$ cat src/rtl/bht_update_ctrl.sv
// bht_update_ctrl: buffers committed branch outcomes from the ROB in a small
// circular FIFO and replays them to the BHT one per cycle. The BHT can be frozen
// while the FIFO keeps buffering, and two statistics counters track what was issued.
module bht_update_ctrl #(
  parameter int BHT_IDX_W  = 8,
  parameter int FIFO_DEPTH = 4
) (
  input  logic                 clk,
  input  logic                 rst,
  input  logic                 rdy,
  input  logic                 rob_upd_valid,
  input  logic [BHT_IDX_W-1:0] rob_upd_id,
  input  logic                 rob_upd_mispred,
  output logic                 rob_upd_ready,
  input  logic                 freeze,
  output logic                 bht_needchange,
  output logic                 bht_needchange2,
  output logic [BHT_IDX_W-1:0] bht_id,
  input  logic [BHT_IDX_W-1:0] lookup_id,
  output logic                 lookup_pending,
  input  logic                 cnt_clr,
  output logic [15:0]          upd_cnt,
  output logic [15:0]          mispred_cnt
);

  localparam int PTR_W = (FIFO_DEPTH > 1) ? $clog2(FIFO_DEPTH) : 1;
  localparam int CNT_W = PTR_W + 1;
  localparam logic [CNT_W-1:0] FULL_COUNT = CNT_W'(FIFO_DEPTH);
  localparam logic [PTR_W-1:0] PTR_ONE    = PTR_W'(1);

  typedef enum logic [1:0] {
    IDLE,
    ACTIVE,
    FROZEN
  } state_t;

  state_t               state;
  logic [BHT_IDX_W-1:0] entry_id      [FIFO_DEPTH];
  logic                 entry_mispred [FIFO_DEPTH];
  logic [PTR_W-1:0]     rd_ptr;
  logic [PTR_W-1:0]     wr_ptr;
  logic [CNT_W-1:0]     count;
  logic [CNT_W-1:0]     count_next;
  logic                 push;
  logic                 pop;
  logic [BHT_IDX_W-1:0] head_id;
  logic                 head_mispred;
  logic                 pulse_active;
  logic                 lookup_hit;
  logic [PTR_W-1:0]     slot_off;

  // Handshake and transfer qualifiers; rst is folded in so ready drops at once in reset.
  assign rob_upd_ready = (count != FULL_COUNT) && rdy && rst;
  assign push          = rob_upd_valid && rob_upd_ready;
  assign pop           = (state == ACTIVE) && rdy && (count != '0);
  assign head_id       = entry_id[rd_ptr];
  assign head_mispred  = entry_mispred[rd_ptr];
  assign pulse_active  = bht_needchange || bht_needchange2;

  // Occupancy after this edge; a simultaneous push and pop cancel out.
  always_comb begin
    count_next = count + CNT_W'(push) - CNT_W'(pop);
  end

  // Scan the occupied slots (head onward) for an update to the index being predicted.
  always_comb begin
    lookup_hit = 1'b0;
    slot_off   = '0;
    for (int i = 0; i < FIFO_DEPTH; i++) begin
      slot_off = PTR_W'(i) - rd_ptr;
      if (({1'b0, slot_off} < count) && (entry_id[i] == lookup_id)) begin
        lookup_hit = 1'b1;
      end
    end
  end

  assign lookup_pending = lookup_hit || (pulse_active && (bht_id == lookup_id));

  // FIFO payload storage; occupancy is tracked separately so no reset is needed here.
  always_ff @(posedge clk) begin
    if (push) begin
      entry_id[wr_ptr]      <= rob_upd_id;
      entry_mispred[wr_ptr] <= rob_upd_mispred;
    end
  end

  // FIFO pointers and occupancy; pointers wrap naturally because the depth is a power of two.
  always_ff @(posedge clk or negedge rst) begin
    if (!rst) begin
      rd_ptr <= '0;
      wr_ptr <= '0;
      count  <= '0;
    end else begin
      count <= count_next;
      if (push) begin
        wr_ptr <= wr_ptr + PTR_ONE;
      end
      if (pop) begin
        rd_ptr <= rd_ptr + PTR_ONE;
      end
    end
  end

  // Drain state machine with registered one-cycle update pulses toward the BHT.
  always_ff @(posedge clk or negedge rst) begin
    if (!rst) begin
      state           <= IDLE;
      bht_needchange  <= 1'b0;
      bht_needchange2 <= 1'b0;
      bht_id          <= '0;
    end else begin
      if (rdy) begin
        if (freeze) begin
          state <= FROZEN;
        end else if (count_next != '0) begin
          state <= ACTIVE;
        end else begin
          state <= IDLE;
        end
      end
      if (pop) begin
        bht_needchange  <= head_mispred;
        bht_needchange2 <= ~head_mispred;
        bht_id          <= head_id;
      end else begin
        bht_needchange  <= 1'b0;
        bht_needchange2 <= 1'b0;
      end
    end
  end

  // Statistics: clear has priority over counting a pop; the mispredict count saturates.
  always_ff @(posedge clk or negedge rst) begin
    if (!rst) begin
      upd_cnt     <= '0;
      mispred_cnt <= '0;
    end else if (rdy) begin
      if (cnt_clr) begin
        upd_cnt     <= '0;
        mispred_cnt <= '0;
      end else if (pop) begin
        upd_cnt <= upd_cnt + 16'd1;
        if (head_mispred && (mispred_cnt != 16'hFFFF)) begin
          mispred_cnt <= mispred_cnt + 16'd1;
        end
      end
    end
  end

endmodule

$ cat config.mk
export PLATFORM = sky130hd
export DESIGN_NAME = bht_update_ctrl
export DESIGN_NICKNAME = d
export VERILOG_FILES = /design/src/rtl/bht_update_ctrl.sv
export SDC_FILE = /design/constraint.sdc
export NUM_CORES = 1
export LEC_CHECK = 0
export CAP_MARGIN = 10
export CORE_MARGIN = 2
export CORE_UTILIZATION = 50
export DETAILED_ROUTE_END_ITERATION = 16
export PLACE_DENSITY = 0.74
export RECOVER_POWER = 100
export SETUP_SLACK_MARGIN = 0.5
export SLEW_MARGIN = 20
export SYNTH_ARGS = -nofsm -noshare
export SYNTH_HDL_FRONTEND = slang
export SYNTH_SLANG_ARGS = --single-unit
$ cat constraint.sdc
create_clock -name clk -period 5.95 [get_ports clk]
set_input_delay 1.19 -clock clk [delete_from_list [all_inputs] [get_ports clk]]
set_output_delay 1.19 -clock clk [all_outputs]
set_load 0.02 [all_outputs]
## Word level (Yosys, flattened, before mapping)

Memories as Yosys holds them, arrays and structs flattened. A register that Yosys moved wholly into a read port is not among the register bits.
Cells that the tools add are included.

| word-level totals | value |
|---|---|
| memories | 2 |
| register bits after elaboration | 43 |
| RAM bits | 36 |
| output and inout port bits | 44 |
| bits of input ports | 23 |

Memory list:

| name | words | bits a word | rd ports | clocked after Yosys merged registers in | write ports | line | text |
|---|---|---|---|---|---|---|---|
| entry_id | 4 | 8 | 5 | 1 | 1 | 38 | `logic [BHT_IDX_W-1:0] entry_id [FIFO_DEPTH];` |
| entry_mispred | 4 | 1 | 1 | 0 | 1 | 39 | `logic entry_mispred [FIFO_DEPTH];` |

| operators by class | value |
|---|---|
| equal/unequal tests | 8 |
| bitwise logic cells | 1 |
| reduce and logical (&&, ||, !) cells | 20 |
| order comparisons | 4 |
| add/subtract/negate cells | 10 |
| mux-type cells | 15 |

Operators with widths:

| operator | count |
|---|---|
| 16-bit 2-to-1 mux | 5 |
| 8-bit == test | 5 |
| 16-bit by 1-bit adder with 16-bit output, second input constant | 2 |
| 16-bit != test, second input constant | 1 |
| 2-bit by 3-bit < comparator with 1-bit output | 4 |
| 1-bit logical AND | 11 |
| 1-bit 2-to-1 mux | 9 |
| 3-bit nonzero test | 2 |
| 2-bit by 1-bit adder with 2-bit output, second input constant | 2 |
| 2-bit nonzero test | 2 |
| 1-bit by 2-bit subtractor with 2-bit output, first input constant | 2 |
| 2-bit subtractor, first input constant | 2 |
| 3-bit by 1-bit adder with 3-bit output | 1 |
| 3-bit != test, second input constant | 1 |
| 3-bit AND reduction | 1 |
| 3-bit by 1-bit subtractor with 3-bit output | 1 |
| 2-bit by 1-bit == test with 1-bit output, second input constant | 1 |
| 1-bit logical OR | 2 |
| 2-bit 2-to-1 mux | 1 |
| 2-bit AND reduction | 1 |
| 1-bit logical NOT | 1 |
| 1-bit NOT | 1 |

## Longest topological paths before layout

Gate-level depths: netlist of the first run.

| depth | value |
|---|---|
| word-level depth | 9 |
| gate-level depth with buffers | 13 |
| gate-level depth less buffers | 12 |

## Least setup slack after synthesis of the first run

No wires, ideal clock.

| timing | value |
|---|---|
| kind | input to register |
| start point | in rdy |
| end point | reg state[0] |
| library setup time | 125 ps |
| data required time | 5825 ps |
| arrival time | 3712 ps |
| cell stages on the path | 13 |
| path slack | 2113 ps |
| cell sequence | clkbuf_1 > nand2_1 > a21oi_1 > and2_1 > inv_1 > ha_1 > inv_1 > ha_1 > fa_1 > xnor2_1 > nor3_1 > nor2_1 > mux2_2 |

| between the ends | value |
|---|---|
| cells in the longest elaborated chain, start to end | 8 |
| elaborated cells on any way between the ends | 10 |
| those cells by class | add/sub: 2; mux: 2; reduce/logical: 6 |

Ends and longest elaborated chain:

| what | line | text |
|---|---|---|
| start: declaration | 10 | `input logic rdy,` |
| 1-bit logical AND (2 in a row) | 53 | `assign rob_upd_ready = (count != FULL_COUNT) && rdy && rst;` |
| via rob_upd_ready | 14 | `output logic rob_upd_ready,` |
| 1-bit logical AND | 54 | `assign push = rob_upd_valid && rob_upd_ready;` |
| 3-bit by 1-bit adder with 3-bit output | 62 | `count_next = count + CNT_W'(push) - CNT_W'(pop);` |
| 3-bit by 1-bit subtractor with 3-bit output | 62 |  |
| via count_next[2] | 43 | `logic [CNT_W-1:0] count_next;` |
| 3-bit nonzero test | 115 | `end else if (count_next != '0) begin` |
| 1-bit 2-to-1 mux | 115 |  |
| 2-bit 2-to-1 mux | 113 | `if (freeze) begin` |
| end signal: assignment | 114 | `state <= FROZEN;` |
| end signal: assignment | 116 | `state <= ACTIVE;` |
| end signal: assignment | 118 | `state <= IDLE;` |
| end: declaration | 37 | `state_t state;` |

The timed path passes the listed nets, and every way through them passes these cells.
A chain may end at the register's enable or synchronous reset.

## Final worst setup path of the first run

| timing | value |
|---|---|
| start point | in rdy |
| end point | out rob_upd_ready |

| between the ends | value |
|---|---|
| cells in the longest elaborated chain, start to end | 2 |

Ends and longest elaborated chain:

| what | line |
|---|---|
| 1-bit logical AND (2 in a row) | 53 |
| end: declaration | 14 |

No other way between the ends.

==> results of run 1 <==
==> cells in the final DEF (no fill, tap or decap), types with 2 or more instances in the layout <==
| master | instances |
|---|---|
| o211ai_1 | 3 |
| dlygate4sd3_1 | 54 |
| and2_0 | 2 |
| inv_1 | 26 |
| and4_1 | 2 |
| edfxtp_1 | 36 |
| dfrtp_1 | 51 |
| clkdlybuf4s50_1 | 11 |
| nor2_1 | 25 |
| nand3_1 | 10 |
| xnor2_1 | 32 |
| a21oi_1 | 13 |
| o21ai_0 | 2 |
| nand4_2 | 2 |
| a31o_2 | 2 |
| mux2_2 | 2 |
| clkbuf_8 | 9 |
| inv_6 | 4 |
| nor4_1 | 19 |
| nand2_1 | 39 |
| o22ai_1 | 12 |
| a41oi_1 | 2 |
| xor2_1 | 40 |
| nor3_1 | 7 |
| and3_1 | 5 |
| ha_1 | 12 |
| nand4_1 | 7 |
| nor3b_1 | 2 |
| clkbuf_1 | 2 |
| mux4_2 | 8 |
| a31oi_1 | 2 |
| a2111oi_0 | 4 |
==> layout make-up <==
cell class                 count  share of cell area, %
sequential                    87                   43.3
multi-input combinational    269                   36.5
timing repair buffer          67                   12.1
tap                          108                   2.48
clock buffer                   9                   2.28
inverter                      26                   1.79
clock inverter                 7                   1.54
==> registers in the layout (all words and copies together) (netlist names) <==
register         cells
bht_needchange2      1
entry_mispred        4
bht_id               8
entry_id            32
bht_needchange       1
upd_cnt             16
rd_ptr               2
mispred_cnt         16
count                3
state                2
wr_ptr               2
==> how the worst max path moves through the flow <==
stage	startpoint	endpoint
after floorplan	rdy	state[0]
after global placement	rdy	state[0]
after detailed placement	rdy	state[0]
after CTS	rdy	rob_upd_ready
after global routing	rdy	state[0]
final	rdy	rob_upd_ready
==> stage by stage <==
step / instance area (sq um) / instances / hold WS [ns] / setup slack, ns / util [%]
floorplan: 4600 / 404 / 0.472 / 2.11 / -
global placement: 5290 / 557 / 0.494 / 1.29 / 60.1
detailed placement: 5290 / 557 / 0.492 / 1.19 / 60.1
CTS: 5500 / 573 / 0.513 / 1.43 / 62.5
global route: 5440 / 573 / 0.530 / 1.11 / 61.8
finish: 5440 / 573 / 0.510 / 1.30 / 61.8
==> cell families (layout without fill, tap and decap cells) <==
kind of cell | after synthesis | after routing | synth area share (%)
and+or+nand+nor | 129 | 129 | 15.1
DFF | 87 | 87 | 51.3
xor gates and xnor gates | 72 | 72 | 13.7
buffers and inverters | 48 | 109 | 4.38
AOI/OAI and AO/OA | 44 | 44 | 6.88
adders and majority gates | 13 | 13 | 3.70
muxes | 11 | 11 | 4.98
==> worst max-delay path: stages <==
cell	delay (ns)
dlygate4sd3_1	1.05
nand2_1	0.15
a21oi_1	0.33
dlygate4sd3_1	0.74
==> power by group through the flow <==
| stage | Combinational, mW | Sequential (mW) | Clock, mW |
|---|---|---|---|
| 2_1_floorplan | 0.384 | 0.861 | 0 |
| 3_3_place_gp | 0.575 | 0.874 | 0 |
| 5_1_grt | 0.626 | 0.885 | 0.473 |
| 4_1_cts | 0.602 | 0.865 | 0.447 |
| 3_5_place_dp | 0.597 | 0.876 | 0 |
| 6_report | 0.573 | 0.862 | 0.443 |
==> Yosys cell counts, drive strengths merged <==
cell type | number | area, sq um
clkbuf | 14 | 53.8
nand2b | 1 | 6.26
nor3b | 2 | 15.0
ha | 12 | 150
fa | 1 | 20.0
a2111oi | 4 | 55.1
and3 | 5 | 31.3
a21oi | 13 | 68.8
o211ai | 3 | 22.5
and2 | 3 | 18.8
edfxtp | 36 | 1080
a31oi | 2 | 12.5
o41ai | 1 | 8.76
nand2 | 39 | 146
nor2 | 25 | 93.8
xnor2 | 32 | 280
a41oi | 2 | 17.5
and4 | 2 | 17.5
and3b | 1 | 10.0
a31o | 2 | 17.5
o2111ai | 1 | 8.76
xor2 | 40 | 350
dfrtp | 51 | 1280
or3 | 2 | 13.8
nor2b | 1 | 6.26
or2 | 1 | 6.26
mux2 | 2 | 22.5
nand3 | 10 | 62.6
nor3 | 8 | 51.3
a41o | 1 | 10.0
inv | 26 | 97.6
nor4 | 20 | 146
buf | 8 | 50.1
o22ai | 12 | 75.1
o211a | 1 | 10.0
o21ai | 2 | 10.0
nand4 | 9 | 68.8
mux4 | 9 | 206
==> metal layers <==
layer	track usage, %	vias up	share of wire [%]
met5	0	-	0
met4	7.17	0	1.0
met2	34.8	87	50
li1	-	1543	-
met1	29.5	1631	45
met3	2.99	9	3.8
==> reports/results.env, run 1 <==
CTS_HOLD_BUF=0
DRT_PRE_ANTENNA_ITERS=5
FLOORPLAN.INITIALDENSITY_PCT=52.2
FINAL_ANTENNA_NET_COUNT=0
POST-ROUTE-MIN-PERIOD_NS=4.65
CTS.HTREE.LEVELS=3
ANTENNA_FOUND_INITIAL=0
ANTENNADIODECOUNT=0
WORSTPATHREQUIRED_NS=4.76
POWER_REPORT.INTERNAL_TOTAL_mW=1.19
FILLERINSTANCES=701
MULTIINPUTGATEAREA_SQ_UM=1990
MAXIMUM_NUMBER_OF_BUFFERS_FROM_CLOCK_ROOT_TO_SINK=2
SYNTH.DISTINCT_CELLS=51
PERIOD_SHARE_PCT=78.2
CLOCK_TREE.ROOT_CELL='clkbuf_8'
TIMING.CRITICAL_PATH.ARRIVAL_NS=3.46
CTS_BUF_COUNT=9
WORST_HOLD_PATH.ENDPOINT='state[1]'
POWER.TOTAL_mW=1.88
AVGSYNTHCELLAREA_SQ_UM=11.4
DPL.HPWL_UM=7100
TRACK_USAGE_PCT=21.3
DETAIL_ROUTE.WIRELENGTH_UM=10000
ROUTE.VIAS.TOTAL=3270
CTS_TREE='built'
SYNTH.FF_LATCH_COUNT=87
COUNT_OF_MAPPED_CELLS_OUT_OF_SYNTHESIS=404
SEQUENTIALPOWERSHARE_PCT=45.9
TIMING.CRITICAL_PATH.FROM_TYPE='input pin'
MAXCLOCKFREQUENCY_MHz=215
HOLDPATHSTAGES=1
SETUP_TNS_NS=0
WORST-R2R-SETUP-SLACK_NS=2.44
FINALSETUPVIOLCOUNT=0
POST-ROUTE-DRC-COUNT=0
GRT_SETUP_UNREPAIRED='false'
TOTAL_SWITCHING_POWER_uW=688
NUMBER_OF_WARNING_MESSAGES_IN_THE_YOSYS_LOG=0
OUTCOME='finished, violations left'
CRITPATHMAXFANOUT=21
DIE-AREA_SQ_UM=9980
CRITPATHKIND='input pin to primary output'
VIA_PER_INST=5.71
GRT_MAX_DEGREE=52
WORST_SETUP_HOLD_PATH_CLK_SLEW_NS=0.09
CRITICAL_PATH.ENDPOINT_TYPE='primary output'
DIE_SPAN_IN_X_UM=99.9
COMB_POWER_SHARE_PCT=30.5
CONGESTION_OVERFLOW_GR=0
GRT_PASS1_VIAS=3176
NETS_FINAL=496
MIN-DELAY-START='state[1]'
CELLPOWERDENSITY_nW_PER_UM2=345
BUFFER_PORTS.INSERTED=66
FINAL_REPLACE_WEIGHTED_CONGESTION=0.946
TIMING.REG2REG.WORST_PATH_DEPTH=11
HOLD_VIOLATIONS=0
DETAILEDROUTE.FIRSTITERATIONVIOLATIONS=211
POWER.SHARE.CLOCK_PCT=23.6
CORE-AREA_SQ_UM=8810
NUMBER_OF_GATES_RESIZED_AFTER_CTS=0
TRITONCTS_NUM_SINKS=87
SYNTH_AREA_SQ_UM=4600
FRACTION_OF_FINAL_LAYOUT_CELLS_WITH_DRIVE_STRENGTH_GREATER_THAN_1_PCT=7.10
IOPINCOUNT=67
WL_PER_CELL_UM=17.5
CLOCK-SKEW-FINAL_NS=0.00763
POST_CTS_BUFFERS=0
FAILING_CHECKS='capacitance limit, slew limit'
HOLDCRITPATHCLASS='flop to flop'
YOSYSSEQAREASHARE_PCT=51.3
WORST_R2R_ENDPOINT='state[0]'
MAXSLEWVIOLCOUNT=52
MAPPED_NETS=440
FLOORPLAN.ROWS=34
LEAKAGE_nW=2.26
POWER.IR.VDD_WORST_uV=184
AREA_TAKEN_BY_FLIP_FLOPS_AND_LATCHES_SQ_UM=2360
WIRE_LENGTH_OF_THE_FIRST_GLOBAL_ROUTING_PASS_UM=16500
DIEHEIGHT_UM=99.9
MAX_CAP_VIOL_COUNT=1
SLEW_HEADROOM_PCT=-82.8
NETSWITCHINGFRACTION_PCT=36.6
TIGHTESTPINTRANSITION_NS=2.74
SOURCE_TO_SINK_CLOCK_DELAY_AT_THE_LATER_PIN_OF_THE_WORST_SKEW_PAIR_NS=0.36
FLOW.AREA_GROWTH_FROM_SYNTHESIS_PCT=18.4
CRIT-REG2REG-LAUNCH='count[2]'
No activity file was read; power rests on OpenSTA's default activity.
==> inputs of run 2 (changes only) <==
--- a/config.mk
+++ b/config.mk
@@ -7,9 +7,9 @@
 export LEC_CHECK = 0
 export CAP_MARGIN = 10
 export CORE_MARGIN = 2
-export CORE_UTILIZATION = 50
+export CORE_UTILIZATION = 49
 export DETAILED_ROUTE_END_ITERATION = 16
-export PLACE_DENSITY = 0.74
+export PLACE_DENSITY = 0.76
 export RECOVER_POWER = 100
 export SETUP_SLACK_MARGIN = 0.5
 export SLEW_MARGIN = 20
==> constraint.sdc (replaced) <==
create_clock -name clk -period 3.9 [get_ports clk]
set_input_delay 0.78 -clock clk [delete_from_list [all_inputs] [get_ports clk]]
set_output_delay 0.78 -clock clk [all_outputs]
set_load 0.02 [all_outputs]
==> reports/results.env, run 2 (synthesis results as in run 1) <==
HOLD_SLACK_NS=0.519  # was 0.510 ns
CRIT-REG2REG-LAUNCH='count[0]'  # was count[2]
CLOCK_TREE.ROOT_CELL='clkbuf_8'  # unchanged
FLOORPLAN.INITIALDENSITY_PCT=50.3  # was 52.2%
SOURCE_TO_SINK_CLOCK_DELAY_AT_THE_LATER_PIN_OF_THE_WORST_SKEW_PAIR_NS=0.36  # about the same
ROUTE.VIAS.TOTAL=3349  # was 3270
HOLD_VIOLATIONS=0  # unchanged
PERIOD_SHARE_PCT=88.4
OUTCOME='finished clean'  # was finished, violations left
HOLDCRITPATHCLASS='flop to flop'  # unchanged
LEAKAGE_nW=2.30  # was 2.26 nW
POST_DP_CELL_AREA_SQ_UM=5360  # was 5290 sq um
WORSTPATHREQUIRED_NS=4.15  # was 4.76 ns
FINALSETUPVIOLCOUNT=0  # unchanged
DIEHEIGHT_UM=101  # was 99.9 um
CRITICAL-PATH-MAX-STAGE-DELAY_NS=0.60  # was 1.05 ns
FINAL_CORE_UTILIZATION_PCT=60.3  # was 61.8%
NETS_FINAL=504  # was 496
CORE-AREA_SQ_UM=9150  # was 8810 sq um
POWER.IR.VDD_WORST_uV=296  # was 184 uV
CRITICAL_PATH.ENDPOINT_TYPE='flop'  # was primary output
DIE-AREA_SQ_UM=10200  # was 9980 sq um
FINAL_CELL_AREA_SQ_UM=5520  # was 5440 sq um
MAXSLEWVIOLCOUNT=0  # was 52
BUFFER_PORTS.INSERTED=66  # unchanged
POST-ROUTE-MIN-PERIOD_NS=3.45
ANTENNADIODECOUNT=0  # unchanged
TIGHTESTPINTRANSITION_NS=0.853  # was 2.74 ns
WORST_SETUP_HOLD_PATH_CLK_SLEW_NS=0.09  # about the same
CRITICAL_PATH.CELL_CHAIN='dlygate4sd3_1, nand2_1, a21oi_1, and2_0, inv_1, ha_1, inv_1, ha_1, fa_1, xnor2_1, nor3_1, nor2_1, mux2_2'  # was dlygate4sd3_1, nand2_1, a21oi_1, dlygate4sd3_1
TIMING.CRITICAL_PATH.FROM_TYPE='input pin'  # unchanged
CTS.HTREE.LEVELS=3  # unchanged
CRITPATHKIND='input pin to flop'  # was input pin to primary output
LARGEST_REG_FLOPS=32  # unchanged
WORST_R2R_ENDPOINT='state[0]'  # unchanged
MAXIMUM_NUMBER_OF_BUFFERS_FROM_CLOCK_ROOT_TO_SINK=2  # unchanged
DIE_SPAN_IN_X_UM=101  # was 99.9 um
TIMING.CRITICAL_PATH.ARRIVAL_NS=3.69  # was 3.46 ns
CELLPOWERDENSITY_nW_PER_UM2=527  # was 345 nW/um^2
FINAL_ANTENNA_NET_COUNT=0  # unchanged
CONGESTION_OVERFLOW_GR=0  # unchanged
VIA_PER_INST=5.73  # was 5.71
CRITPATHMAXFANOUT=6  # was 21
FILLERINSTANCES=746  # was 701
FLOORPLAN.ROWS=35  # was 34
DRT_PRE_ANTENNA_ITERS=4  # was 5
TRITONCTS_NUM_SINKS=87  # unchanged
WL_PER_CELL_UM=17.7  # was 17.5 um
CRITICAL_PATH.STARTPOINT='rdy'  # unchanged
LARGEST_REGISTER='entry_id'  # unchanged
MAX_CAP_VIOL_COUNT=0  # was 1
SETUP_TNS_NS=0  # unchanged
WORST_SETUP_PATH_ENDPOINT='state[0]'  # was rob_upd_ready
SLEW_HEADROOM_PCT=43.1  # was -82.8%
CLOCK-SKEW-FINAL_NS=0.0137  # was 0.00763 ns
DPL.HPWL_UM=7290  # was 7100 um
DETAILEDROUTE.FIRSTITERATIONVIOLATIONS=234  # was 211
FINAL_REPLACE_WEIGHTED_CONGESTION=0.931  # was 0.946
IOPINCOUNT=67  # unchanged
CTS_TREE='built'  # unchanged
FLOW.AREA_GROWTH_FROM_SYNTHESIS_PCT=20.0  # was 18.4%
TIMING.REG2REG.WORST_PATH_DEPTH=12  # was 11
WORST-R2R-SETUP-SLACK_NS=1.02  # was 2.44 ns
POST-ROUTE-DRC-COUNT=0  # unchanged
LARGEST_REGISTERS='entry_id: 32 flops, mispred_cnt: 16 flops, upd_cnt: 16 flops'  # unchanged
WIRE_LENGTH_OF_THE_FIRST_GLOBAL_ROUTING_PASS_UM=16800  # was 16500 um
POST_CTS_BUFFERS=0  # unchanged
GRT_MAX_DEGREE=52  # unchanged
LAYOUT_COMMON_CELLS='54 x dlygate4sd3_1, 51 x dfrtp_1, 40 x xor2_1, 39 x nand2_1, 36 x edfxtp_1'  # unchanged
LAYOUT_COMMONEST_CELL='dlygate4sd3_1'  # unchanged
GRT_SETUP_UNREPAIRED='false'  # unchanged
GRT_PASS1_VIAS=3362  # was 3176
FRACTION_OF_FINAL_LAYOUT_CELLS_WITH_DRIVE_STRENGTH_GREATER_THAN_1_PCT=8.67  # was 7.10%
MAXCLOCKFREQUENCY_MHz=290
POWER.TOTAL_mW=2.91  # was 1.88 mW
DETAIL_ROUTE.WIRELENGTH_UM=10300  # was 10000 um
ANTENNA_FOUND_INITIAL=0  # unchanged
CRITICAL-PATH-SLOWEST-CELL='dlygate4sd3_1'  # unchanged
CTS_BUF_COUNT=9  # unchanged
TRACK_USAGE_PCT=21.5  # was 21.3%
-- run 2: worst min-delay path by stage --
stage / end / slack (ns) / startpoint / cells past startpoint
floorplan: state[1] / 0.47 / state[1] / 1
global placement: state[0] / 0.48 / state[0] / 1
detailed placement: state[0] / 0.49 / state[0] / 1
CTS: state[0] / 0.52 / state[0] / 1
global route: state[1] / 0.55 / state[1] / 1
finish: state[0] / 0.52 / state[0] / 1
-- run 2: final cells by class --
cell class	instances	area [sq um]	share of cell area, %
Clock buffer	9	124	2.24
Clock inverter	7	101	1.84
Inverter	26	97.6	1.77
Multi-Input combinational cell	269	1990	36.1
Sequential cell	87	2360	42.7
Tap cell	111	139	2.52
Timing Repair Buffer	75	708	12.8
-- run 2: metal layers --
metal | global-route usage [%] | up-vias | share of wire, %
li1 | - | 1561 | -
met1 | 30.0 | 1666 | 46
met2 | 34.3 | 103 | 47
met3 | 4.09 | 19 | 4.7
met4 | 6.64 | 0 | 2.0
met5 | 0 | - | 0
-- run 2: worst max-delay path: cells and delay by family --
| family | cells | cell delay (ns) |
|---|---|---|
| fa+ha+maj | 3 | 0.83 |
| buf+inv | 3 | 0.71 |
| simple gates | 4 | 0.64 |
| compound gates | 1 | 0.33 |
| mux | 1 | 0.26 |
| xor+xnor | 1 | 0.15 |
-- run 2: report_power, final --
group	internal (mW)	switching [mW]
registers	1.10	0.159
clock network	0.368	0.351
logic	0.426	0.511
-- run 2: what timing repair did --
action | CTS | global route
gates resized for setup | 2 | 3
hold endpoints to repair | 0 | 0
hold buffers | 0 | 0
setup endpoints to repair | 1 | 1
-- run 2: through the flow --
| step | cells | setup WS (ns) |
|---|---|---|
| 6_report | 584 | 0.453 |
| 3_5_place_dp | 568 | 0.204 |
| 2_1_floorplan | 404 | 0.652 |
| 5_1_grt | 584 | 0.289 |
| 4_1_cts | 584 | 0.508 |
| 3_3_place_gp | 568 | 0.290 |
==> inputs of run 3 (changes only) <==
--- a/config.mk
+++ b/config.mk
@@ -7,9 +7,9 @@
 export LEC_CHECK = 0
 export CAP_MARGIN = 10
 export CORE_MARGIN = 2
-export CORE_UTILIZATION = 49
+export CORE_UTILIZATION = 50
 export DETAILED_ROUTE_END_ITERATION = 16
-export PLACE_DENSITY = 0.76
+export PLACE_DENSITY = 0.74
 export RECOVER_POWER = 100
 export SETUP_SLACK_MARGIN = 0.5
 export SLEW_MARGIN = 20
==> constraint.sdc (replaced) <==
create_clock -name clk -period 4.04 [get_ports clk]
set_input_delay 0.808 -clock clk [delete_from_list [all_inputs] [get_ports clk]]
set_output_delay 0.808 -clock clk [all_outputs]
set_load 0.02 [all_outputs]
==> reports/results.env, run 3 (synthesis results as in run 1) <==
CORE-AREA_SQ_UM=8810  # was 9150 sq um
SOURCE_TO_SINK_CLOCK_DELAY_AT_THE_LATER_PIN_OF_THE_WORST_SKEW_PAIR_NS=0.35  # was 0.36 ns
WORST-R2R-SETUP-SLACK_NS=1.20  # was 1.02 ns
FINAL_ANTENNA_NET_COUNT=0  # unchanged
LARGEST_REG_FLOPS=32  # unchanged
FLOORPLAN.ROWS=34  # was 35
FINAL_REPLACE_WEIGHTED_CONGESTION=0.903  # was 0.931
TRITONCTS_NUM_SINKS=87  # unchanged
WL_PER_CELL_UM=17.3  # was 17.7 um
WIRE_LENGTH_OF_THE_FIRST_GLOBAL_ROUTING_PASS_UM=16300  # was 16800 um
CELLPOWERDENSITY_nW_PER_UM2=503  # was 527 nW/um^2
TIGHTESTPINTRANSITION_NS=2.70  # was 0.853 ns
ANTENNA_FOUND_INITIAL=0  # unchanged
POST_CTS_BUFFERS=0  # unchanged
DETAIL_ROUTE.WIRELENGTH_UM=10000  # was 10300 um
FILLERINSTANCES=699  # was 746
TIMING.REG2REG.WORST_PATH_DEPTH=11  # was 12
HOLD_VIOLATIONS=0  # unchanged
FLOW.AREA_GROWTH_FROM_SYNTHESIS_PCT=19.9  # was 20.0%
VIA_PER_INST=5.65  # was 5.73
SEQUENTIALPOWERSHARE_PCT=43.9  # was 43.1%
ANTENNADIODECOUNT=0  # unchanged
CRIT-REG2REG-LAUNCH='count[2]'  # was count[0]
DIE-AREA_SQ_UM=9980  # was 10200 sq um
CTS_TREE='built'  # unchanged
FLOORPLAN.INITIALDENSITY_PCT=52.2  # was 50.3%
DIE_SPAN_IN_X_UM=99.9  # was 101 um
MAXSLEWVIOLCOUNT=52  # was 0
LARGEST_REGISTERS='entry_id: 32 flops, mispred_cnt: 16 flops, upd_cnt: 16 flops'  # unchanged
COMB_POWER_SHARE_PCT=32.2  # about the same
PERIOD_SHARE_PCT=86.3
SLEW_HEADROOM_PCT=-80.1  # was 43.1%
LAYOUT_COMMONEST_CELL='dlygate4sd3_1'  # unchanged
POST-ROUTE-DRC-COUNT=0  # unchanged
CLOCK_TREE.ROOT_CELL='clkbuf_8'  # unchanged
WORST_R2R_ENDPOINT='state[0]'  # unchanged
GRT_MAX_DEGREE=52  # unchanged
LEAKAGE_nW=2.30  # about the same
TRACK_USAGE_PCT=21.3  # was 21.5%
TIMING.CRITICAL_PATH.ARRIVAL_NS=2.68  # was 3.69 ns
CTS_BUF_COUNT=9  # unchanged
POST-ROUTE-MIN-PERIOD_NS=3.49
OUTCOME='finished, violations left'  # was finished clean
NETS_FINAL=504  # unchanged
CRITICAL_PATH.ENDPOINT_TYPE='primary output'  # was flop
DETAILEDROUTE.FIRSTITERATIONVIOLATIONS=150  # was 234
DPL.HPWL_UM=7210  # was 7290 um
MAXCLOCKFREQUENCY_MHz=287
POWER.IR.VDD_WORST_uV=290  # was 296 uV
HOLDPATHSTAGES=1  # unchanged
DIEHEIGHT_UM=99.9  # was 101 um
MAX_CAP_VIOL_COUNT=1  # was 0
FAILING_CHECKS='capacitance limit, slew limit'
CONGESTION_OVERFLOW_GR=0  # unchanged
TIMING.CRITICAL_PATH.FROM_TYPE='input pin'  # unchanged
POWER.TOTAL_mW=2.77  # was 2.91 mW
FINALSETUPVIOLCOUNT=0  # unchanged
GRT_PASS1_VIAS=3273  # was 3362
WORST_SETUP_HOLD_PATH_CLK_SLEW_NS=0.08  # was 0.09 ns
BUFFER_PORTS.INSERTED=66  # unchanged
GRT_SETUP_UNREPAIRED='false'  # unchanged
WORSTPATHREQUIRED_NS=3.23  # was 4.15 ns
LAYOUT_COMMON_CELLS='54 x dlygate4sd3_1, 51 x dfrtp_1, 40 x xor2_1, 39 x nand2_1, 36 x edfxtp_1'  # unchanged
MAXIMUM_NUMBER_OF_BUFFERS_FROM_CLOCK_ROOT_TO_SINK=2  # unchanged
CRITPATHMAXFANOUT=5  # was 6
LARGEST_REGISTER='entry_id'  # unchanged
POWER.SHARE.CLOCK_PCT=23.9  # was 24.7%
ROUTE.VIAS.TOTAL=3280  # was 3349
CRITPATHKIND='input pin to primary output'  # was input pin to flop
CTS.HTREE.LEVELS=3  # unchanged
CLOCK-SKEW-FINAL_NS=0.0109  # was 0.0137 ns
FRACTION_OF_FINAL_LAYOUT_CELLS_WITH_DRIVE_STRENGTH_GREATER_THAN_1_PCT=8.46  # was 8.67%
DRT_PRE_ANTENNA_ITERS=4  # unchanged
IOPINCOUNT=67  # unchanged
MIN-DELAY-START='state[0]'  # unchanged
WORST_HOLD_PATH.ENDPOINT='state[0]'  # unchanged
POWER_REPORT.INTERNAL_TOTAL_mW=1.82  # was 1.89 mW
SETUP_TNS_NS=0  # unchanged
NETSWITCHINGFRACTION_PCT=34.5  # was 35.1%
HOLDCRITPATHCLASS='flop to flop'  # unchanged
TOTAL_SWITCHING_POWER_uW=956  # was 1.02 mW
## run 3: cell types whose count changed in the layout (fill, tap and decap cells not counted), sizes merged
cell           change
buf                -1
clkdlybuf4s50      -1
clkinv             +3
clkinvlp           -1
dlygate4sd2        +3
dlymetal6s2s       -1
inv                -2
## run 3: layout make-up
| type | count | area, sq um | area share [%] |
|---|---|---|---|
| Multi-Input combinational cell | 269 | 2000 | 36.3 |
| Inverter | 26 | 97.6 | 1.77 |
| Tap cell | 108 | 135 | 2.45 |
| Sequential cell | 87 | 2360 | 42.8 |
| Clock inverter | 7 | 96.3 | 1.75 |
| Clock buffer | 9 | 124 | 2.25 |
| Timing Repair Buffer | 75 | 703 | 12.8 |
## run 3: worst max path at each step
stage / end / slack (ns) / cells after the start / start
floorplan: state[0] / 0.58 / 13 / rdy
global placement: lookup_pending / 0.34 / 7 / lookup_id[3]
detailed placement: lookup_pending / 0.36 / 6 / lookup_id[2]
CTS: lookup_pending / 0.65 / 7 / lookup_id[5]
global route: bht_id[6] / 0.41 / 2 / rst
finish: lookup_pending / 0.55 / 6 / lookup_id[1]
## run 3: worst max-delay path, stage by stage
cell           delay, ns
dlygate4sd3_1       0.66
xor2_1              0.19
nor4_1              0.36
o211ai_1            0.16
nand4_1             0.15
dlygate4sd2_1       0.35
## run 3: repair_timing
item                       4_1_cts  5_1_grt
setup endpoints to repair        1        1
hold buffers                     0        0
resized for setup                3        2
## run 3: through the flow
step	cell area, sq um	hold WS, ns	utilization, %	setup WS, ns	std cells
floorplan	4600	0.472	-	0.585	404
global placement	5350	0.483	60.8	0.339	565
detailed placement	5350	0.508	60.8	0.363	565
CTS	5570	0.528	63.3	0.652	581
global route	5510	0.544	62.6	0.408	581
finish	5510	0.525	62.6	0.553	581
## run 3: per-layer routing
| metal | track usage (%) | wire length (um) |
|---|---|---|
| met2 | 36.5 | 5050 |
| met4 | 6.64 | 142 |
| met3 | 4.46 | 381 |
| met5 | 0 | 0 |
| met1 | 27.4 | 4470 |
## run 3: power by group through the flow
| stage | sequential, mW | combinational [mW] | clock, mW |
|---|---|---|---|
| finish | 1.22 | 0.891 | 0.664 |
| global route | 1.24 | 0.990 | 0.719 |
| detailed placement | 1.24 | 0.941 | 0 |
| floorplan | 1.27 | 0.566 | 0 |
| CTS | 1.22 | 0.945 | 0.672 |
| global placement | 1.23 | 0.913 | 0 |
